## src/rtl/fifo_wr_arbiter_if.sv

```systemverilog
// Write-side bundle between the requesters, the async FIFO write port and the arbiter.
interface fifo_wr_arbiter_if #(
  parameter int WIDTH   = 8,
  parameter int NUM_REQ = 4,
  parameter int ID_W    = $clog2(NUM_REQ)
);
  logic [NUM_REQ-1:0]       req_valid;
  logic [NUM_REQ*WIDTH-1:0] req_data;
  logic [NUM_REQ-1:0]       req_last;
  logic [NUM_REQ-1:0]       req_ready;
  logic                     fifo_full;
  logic                     fifo_wr_en;
  logic [WIDTH-1:0]         fifo_wr_data;
  logic                     grant_vld;
  logic [ID_W-1:0]          grant_id;
  logic                     abort;

  // Requesters plus FIFO status side.
  modport master (
    output req_valid, req_data, req_last, fifo_full,
    input  req_ready, fifo_wr_en, fifo_wr_data, grant_vld, grant_id, abort
  );

  // Arbiter side.
  modport slave (
    input  req_valid, req_data, req_last, fifo_full,
    output req_ready, fifo_wr_en, fifo_wr_data, grant_vld, grant_id, abort
  );
endinterface

```

## src/rtl/fifo_wr_arbiter.sv

```systemverilog
// Round-robin arbiter sharing one FIFO write port; grant registered (first write 1 cycle after request),
// writes pass through combinationally, fifo_full stalls the grant and a long stall aborts it.
module fifo_wr_arbiter #(
  parameter int WIDTH     = 8,
  parameter int NUM_REQ   = 4,
  parameter int MAX_BURST = 4,
  parameter int TIMEOUT   = 16,
  parameter int ID_W      = $clog2(NUM_REQ)
) (
  input  logic            clk,
  input  logic            rst,
  fifo_wr_arbiter_if.slave bus
);
  localparam int BCW = (MAX_BURST > 1) ? $clog2(MAX_BURST) : 1;
  localparam int TCW = (TIMEOUT > 1) ? $clog2(TIMEOUT) : 1;
  localparam logic [BCW-1:0] BURST_END = BCW'(MAX_BURST - 1);
  localparam logic [TCW-1:0] STALL_END = TCW'(TIMEOUT - 1);

  typedef enum logic {IDLE, XFER} state_t;

  state_t           state_q, state_d;
  logic [ID_W-1:0]  last_q, last_d;
  logic [ID_W-1:0]  gid_q, gid_d;
  logic [BCW-1:0]   burst_q, burst_d;
  logic [TCW-1:0]   stall_q, stall_d;
  logic             abort_q, abort_d;

  logic               g_valid, g_last;
  logic [WIDTH-1:0]   g_data;
  logic [NUM_REQ-1:0] g_mask;
  logic               pick_found;
  logic [ID_W-1:0]    pick;
  logic [NUM_REQ-1:0] ready;
  logic               wr_en;
  logic [WIDTH-1:0]   wr_data;

  // Fields of the currently granted requester.
  always_comb begin
    g_valid = 1'b0;
    g_last  = 1'b0;
    g_data  = '0;
    g_mask  = '0;
    for (int i = 0; i < NUM_REQ; i++) begin
      if (gid_q == ID_W'(i)) begin
        g_mask[i] = 1'b1;
        g_valid   = bus.req_valid[i];
        g_last    = bus.req_last[i];
        g_data    = bus.req_data[i*WIDTH +: WIDTH];
      end
    end
  end

  // First valid requester strictly after the previous grant, wrapping around.
  always_comb begin
    pick_found = 1'b0;
    pick       = '0;
    for (int k = 1; k <= NUM_REQ; k++) begin
      for (int i = 0; i < NUM_REQ; i++) begin
        if (!pick_found && (i == (int'(last_q) + k) % NUM_REQ) && bus.req_valid[i]) begin
          pick_found = 1'b1;
          pick       = ID_W'(i);
        end
      end
    end
  end

  always_comb begin
    state_d = state_q;
    last_d  = last_q;
    gid_d   = gid_q;
    burst_d = burst_q;
    stall_d = stall_q;
    abort_d = 1'b0;
    ready   = '0;
    wr_en   = 1'b0;
    wr_data = '0;
    case (state_q)
      IDLE: begin
        if (pick_found) begin
          state_d = XFER;
          gid_d   = pick;
          last_d  = pick;
          burst_d = '0;
          stall_d = '0;
        end
      end
      XFER: begin
        ready = g_mask & {NUM_REQ{~bus.fifo_full}};
        if (g_valid && !bus.fifo_full) begin
          wr_en   = 1'b1;
          wr_data = g_data;
          burst_d = burst_q + 1'b1;
          stall_d = '0;
          if (g_last || burst_q == BURST_END) state_d = IDLE;
        end else if (!g_valid) begin
          state_d = IDLE;
        end else if (stall_q == STALL_END) begin
          // Requester keeps its word; abort is seen in the IDLE cycle that follows.
          state_d = IDLE;
          abort_d = 1'b1;
        end else begin
          stall_d = stall_q + 1'b1;
        end
      end
      default: state_d = IDLE;
    endcase
  end

  always_ff @(posedge clk or posedge rst) begin
    if (rst) begin
      state_q <= IDLE;
      last_q  <= ID_W'(NUM_REQ - 1);
      gid_q   <= '0;
      burst_q <= '0;
      stall_q <= '0;
      abort_q <= 1'b0;
    end else begin
      state_q <= state_d;
      last_q  <= last_d;
      gid_q   <= gid_d;
      burst_q <= burst_d;
      stall_q <= stall_d;
      abort_q <= abort_d;
    end
  end

  assign bus.req_ready    = ready;
  assign bus.fifo_wr_en   = wr_en;
  assign bus.fifo_wr_data = wr_data;
  assign bus.grant_vld    = (state_q == XFER);
  assign bus.grant_id     = gid_q;
  assign bus.abort        = abort_q;
endmodule

```

## src/flat_wrapper.sv

```systemverilog
// flat-port wrapper written by rule: the top's interface ports become plain ports
module fifo_wr_arbiter_flat 
#(
  parameter int WIDTH     = 8,
  parameter int NUM_REQ   = 4,
  parameter int MAX_BURST = 4,
  parameter int TIMEOUT   = 16,
  parameter int ID_W      = $clog2(NUM_REQ)
)
  (clk, rst, bus_req_valid, bus_req_data, bus_req_last, bus_fifo_full, bus_req_ready, bus_fifo_wr_en, bus_fifo_wr_data, bus_grant_vld, bus_grant_id, bus_abort);
  fifo_wr_arbiter_if #(.WIDTH(WIDTH), .NUM_REQ(NUM_REQ), .ID_W(ID_W)) bus_i ();
  input  logic clk;
  input  logic rst;
  input wire logic [$bits(bus_i.req_valid)-1:0] bus_req_valid;
  input wire logic [$bits(bus_i.req_data)-1:0] bus_req_data;
  input wire logic [$bits(bus_i.req_last)-1:0] bus_req_last;
  input wire logic [$bits(bus_i.fifo_full)-1:0] bus_fifo_full;
  output wire logic [$bits(bus_i.req_ready)-1:0] bus_req_ready;
  output wire logic [$bits(bus_i.fifo_wr_en)-1:0] bus_fifo_wr_en;
  output wire logic [$bits(bus_i.fifo_wr_data)-1:0] bus_fifo_wr_data;
  output wire logic [$bits(bus_i.grant_vld)-1:0] bus_grant_vld;
  output wire logic [$bits(bus_i.grant_id)-1:0] bus_grant_id;
  output wire logic [$bits(bus_i.abort)-1:0] bus_abort;
  assign bus_i.req_valid = bus_req_valid;
  assign bus_i.req_data = bus_req_data;
  assign bus_i.req_last = bus_req_last;
  assign bus_i.fifo_full = bus_fifo_full;
  assign bus_req_ready = bus_i.req_ready;
  assign bus_fifo_wr_en = bus_i.fifo_wr_en;
  assign bus_fifo_wr_data = bus_i.fifo_wr_data;
  assign bus_grant_vld = bus_i.grant_vld;
  assign bus_grant_id = bus_i.grant_id;
  assign bus_abort = bus_i.abort;
  fifo_wr_arbiter #(.WIDTH(WIDTH), .NUM_REQ(NUM_REQ), .MAX_BURST(MAX_BURST), .TIMEOUT(TIMEOUT), .ID_W(ID_W)) u_core (.clk(clk), .rst(rst), .bus(bus_i));
endmodule
```

## config.mk

```make
export PLATFORM = sky130hd
export DESIGN_NAME = fifo_wr_arbiter_flat
export DESIGN_NICKNAME = d
export VERILOG_FILES = /design/src/rtl/fifo_wr_arbiter_if.sv /design/src/rtl/fifo_wr_arbiter.sv /design/src/flat_wrapper.sv
export SDC_FILE = /design/constraint.sdc
export NUM_CORES = 1
export LEC_CHECK = 0
export ABC_AREA = 1
export BUFFER_PORTS_ARGS = -buffer_cell sky130_fd_sc_hd__buf_2
export CAP_MARGIN = 20
export CORE_MARGIN = 2
export CORE_UTILIZATION = 35
export CTS_BUF_LIST = sky130_fd_sc_hd__clkbuf_4
export DETAILED_ROUTE_END_ITERATION = 8
export SYNTH_ARGS = -nofsm -noshare
export SYNTH_HDL_FRONTEND = slang
export SYNTH_SLANG_ARGS = --single-unit
export TNS_END_PERCENT = 10
```

## constraint.sdc

```tcl
create_clock -name clk -period 2.3 [get_ports clk]
set_input_delay 0 -clock clk [delete_from_list [all_inputs] [get_ports clk]]
set_output_delay 0 -clock clk [all_outputs]
set_load 0.05 [all_outputs]
```

Word level (Yosys, flattened, before mapping)
Index checks and enable logic that the tools add are counted. Widths: inputs -> output; s select.

Output and inout bits: 17. Word-level logic and storage cells: 171. Flip-flop bits (word level): 12. Input port bits: 43.

Muxes and demuxes: 70. Bitwise logic cells: 7. Reductions and logical operators: 61. Equality and inequality tests: 21. $add $sub $neg: 6.

Operators by type and width (count): $logic_not 32->1 (4); $mux 8 (6); $mux 1 (40); $logic_and 1x1->1 (32); $mux 2 (16); $eq 3x3->1 const A (8); $mux 4 (5); $logic_not 1->1 (16); $eq 2x3->1 const A (4); $pmux 4 s2 (1); $reduce_or 2->1 (4); $add 2x1->2 const B (3); $eq 2x2->1 const B (3); $ne 3x3->1 const B (2); $add 2x2->2 const B (2); $add 4x1->4 const B (1); $and 1x1->1 const A (4); $and 4x4->4 (1); $eq 4x4->1 const B (1); $pmux 2 s2 (1); $reduce_and 2->1 (2); $reduce_and 3->1 (1); $eq 2x1->1 const B (1); $logic_not 2->1 (1); 5 further kinds (6).

Longest topological paths before layout
Depth in word-level cells: 68. Depth in mapped cells: 14. Gate-level depth less buffers: 14.

Worst setup path after synthesis
No wires, ideal clock.

Path type: register -> output. From: reg u_core.gid_q[1], in the netlist u_core.bus.grant_id[1]. To: out bus_fifo_wr_data[1]. Data arrival time: 3309 ps. Stages on the path, launching flop included: 11. Buffers on the path: 2. Required time: 2300 ps. Path slack: -1009 ps. Path through: dfrtp_1 -> buf_4 -> inv_1 -> nor2_1 -> nand2_1 -> o2111ai_1 -> o21ai_2 -> nor2_2 -> inv_2 -> buf_6 -> a311oi_1.

Cells in the longest elaborated chain, start to end: 8. Elaborated cells between the ends (all ways): 15. Classes of those cells: 3 x eq/ne; 10 x mux; 2 x reduce/logical.

Ends and longest elaborated chain: from (decl) (line fifo_wr_arbiter.sv:23) `logic [ID_W-1:0] gid_q, gid_d;`; from (signal assigned) (line fifo_wr_arbiter.sv:120) `gid_q <= gid_d;`; $logic_not 2->1 (line fifo_wr_arbiter.sv:44) `if (gid_q == ID_W'(i)) begin`; $mux 1 (4 in series) (line fifo_wr_arbiter.sv:44); $logic_and 1x1->1 (line fifo_wr_arbiter.sv:89) `if (g_valid && !bus.fifo_full) begin`; $mux 8 (*) (line fifo_wr_arbiter.sv:89); $mux 8 (*) (line fifo_wr_arbiter.sv:77) `case (state_q)`; to (decl) (line flat_wrapper.sv:20) `output wire logic [$bits(bus_i.fifo_wr_data)-1:0] bus_fifo_wr_data;`.

Mark *: on every way between the ends. The rest lies on a longest branch, timed or not.

Worst setup path in the final report
Ends and elaborated chain as after synthesis.

==> reports/metrics.yaml <==
mostFrequentLayoutCells: "buf_2, nand2_1, nor2_1"
ant_nets: 0
worst_pin_slew_ps: 456.2
route.detailed.drc: 0
end_kind: "output port"
path_clk_slew_ps: 80
dieArea_mm2: 0.003943
period_share: 0.9235
routed_wl_um: 3287
arrival_ps: 2120
r2r_cells: 13
grt_pass1_wl_um: 5685
placed_area_mm2: 0.001603
final_util: 0.4979
fmax_mhz: 470.8
clk_latency_ps: 270
criticalPathCategory: "reg -> out"
report.final.slew_viol_count: 0
setup_viol: 0
gp_congestion: 0.8210
min_period_ps: 2124
whs_ps: 26.28
num_vias: 1412
synth_cell_type_count: 32
yosys-top-cells-area: "dfrtp_1, nand2_1, nor2_1, nand3_1, o21ai_0"
numPortBuffers: 59
ys_ff_latch: 12
drtIter0Drc: 63
tns_ps: 0
synth_area_mm2: 0.001210
yosysTopAreaCellShare: 0.2068
grt_setup_unrepaired: "no"
yosys.area.top_type: "dfrtp_1"
ys_seq_area_frac: 0.2503
min_path_type: "in -> reg"
drive_gt1_frac: 0.3992
htreeDepth: 1
core_area_mm2: 0.003337
grt_usage: 0.1740
drv_cap: 0
clock_sinks: 12
relSlewSlack: 0.6955
leakage_nw: 0.8718
cts_buffer_depth: 2
initial_core_util: 0.3626
yosys_warnings: 0
cp.required_ps: 2300
die_h_um: 62.80
place_inst: 287
n_antenna_cell: 0
io_pins: 60
irDropWorstVdd_v: 0.0005508
cp_max_fo: 11
drtPass1Iterations: 4
gr-total-overflow: 0
hold_viol: 0
grt_max_degree: 16
syn-num-nets: 232
status: "finished clean"
fin_area_mm2: 0.001662
finalClockSkew_ps: 6.039
avgSynthCellArea_um2: 6.470
numCtsBuffers: 3
row_count: 21
fin_nets: 294
synth_cells: 187
grt_pass1_vias: 1300
avgViaCountPerCell: 4.803
area_delta_synth_final_pct: 37.33
wire_per_inst_um: 11.18
layout_commonest_cell: "buf_2"
critical_path.startpoint_type: "flip-flop"
hpwl_um: 2641
final_cells: 294
cts_tree: "yes"
hold_path_depth: 3
power_density_mw_per_mm2: 1271
cts_root_buffer: "clkbuf_4"
grt_antenna_before_repair: 0
die_w_um: 62.80
==> report_power, final <==
group	internal, mW	leakage, nW	switching [mW]
logic	0.480	0.707	1.08
registers	0.308	0.149	0.114
clock network	0.0628	0.0154	0.0709
total	0.851	0.872	1.26
==> layout make-up <==
type / instances / area [um2]
Clock inverter: 1 / 3.754
Sequential cell: 12 / 305.3
Multi-Input combinational cell: 149 / 867.1
Timing Repair Buffer: 63 / 330.3
Clock buffer: 3 / 22.52
Tap cell: 46 / 57.56
Fill cell: 358 / 1675
Inverter: 20 / 75.07
==> layer usage <==
metal | up-vias | part of all wire | track usage
li1 | 743 | - | -
met1 | 604 | 0.47 | 0.2291
met2 | 63 | 0.44 | 0.2863
met3 | 2 | 0.081 | 0.04324
met4 | 0 | 0.0040 | 0.04167
met5 | - | 0 | 0
==> timing repair <==
action                     CTS  global route
hold endpoints to repair    10             0
gates resized for setup      0             2
hold buffers                 1             0
setup endpoints to repair    0             3
buffers inserted             0             2
==> state kept, by name (all words and copies together), names as in the netlist <==
name	flops
u_core.bus.grant_id	2
u_core.stall_q	4
u_core.last_q	2
u_core.bus.abort	1
u_core.burst_q	2
u_core.bus.grant_vld	1
==> through the flow <==
step	power, mW	setup WS (ps)
after floorplan	1.724	1.689
after global placement	1.957	310.8
after detailed placement	1.957	331.9
after CTS	2.100	27.24
after global routing	2.345	6.985
final	2.112	176.0
==> synthesized netlist by cell type, drive strengths merged <==
cell,instances
a221oi,3
a311oi,3
buf,4
clkbuf,2
dfrtp,10
dfstp,2
ha,2
inv,20
nand2,49
nand3,20
nand3b,2
nand4,3
nor2,38
nor3,5
o2111ai,1
o211ai,1
o21ai,15
o22ai,4
or2,2
xor2,1
==> worst max-delay path: stages (launching register included) <==
cell       delay [ps]
dfrtp_2           440
inv_1             110
nor2_4            140
nand2_1            60
o2111ai_1         100
o21ai_2           140
nor2_4            150
inv_2             150
a311oi_4          290
clkbuf_4          280
==> worst paths after layout <==
kind                       slack (ps)                    from                      to
max                               180  u_core.bus.grant_id[1]     bus_fifo_wr_data[1]
min                                30           bus_fifo_full        u_core.bus.abort
max reg2reg                       360        u_core.last_q[1]  u_core.bus.grant_id[1]
min reg2reg                       520        u_core.last_q[0]        u_core.last_q[0]
max in group asynchronous        1690                     rst        u_core.last_q[0]
min in group asynchronous         270                     rst       u_core.burst_q[0]
==> kinds of logic (layout without fill, tap and decap cells) <==
group,count (synthesis),in the layout,share of synthesized area
xor gates and xnor gates,1,1,0.007240
AOI/OAI and AO/OA,27,27,0.1427
DFF,12,12,0.2503
adders and majority gates,2,2,0.02068
and+or+nand+nor,119,119,0.4757
buffers and inverters,26,87,0.1034
No activity file was read; power rests on OpenSTA's default activity.
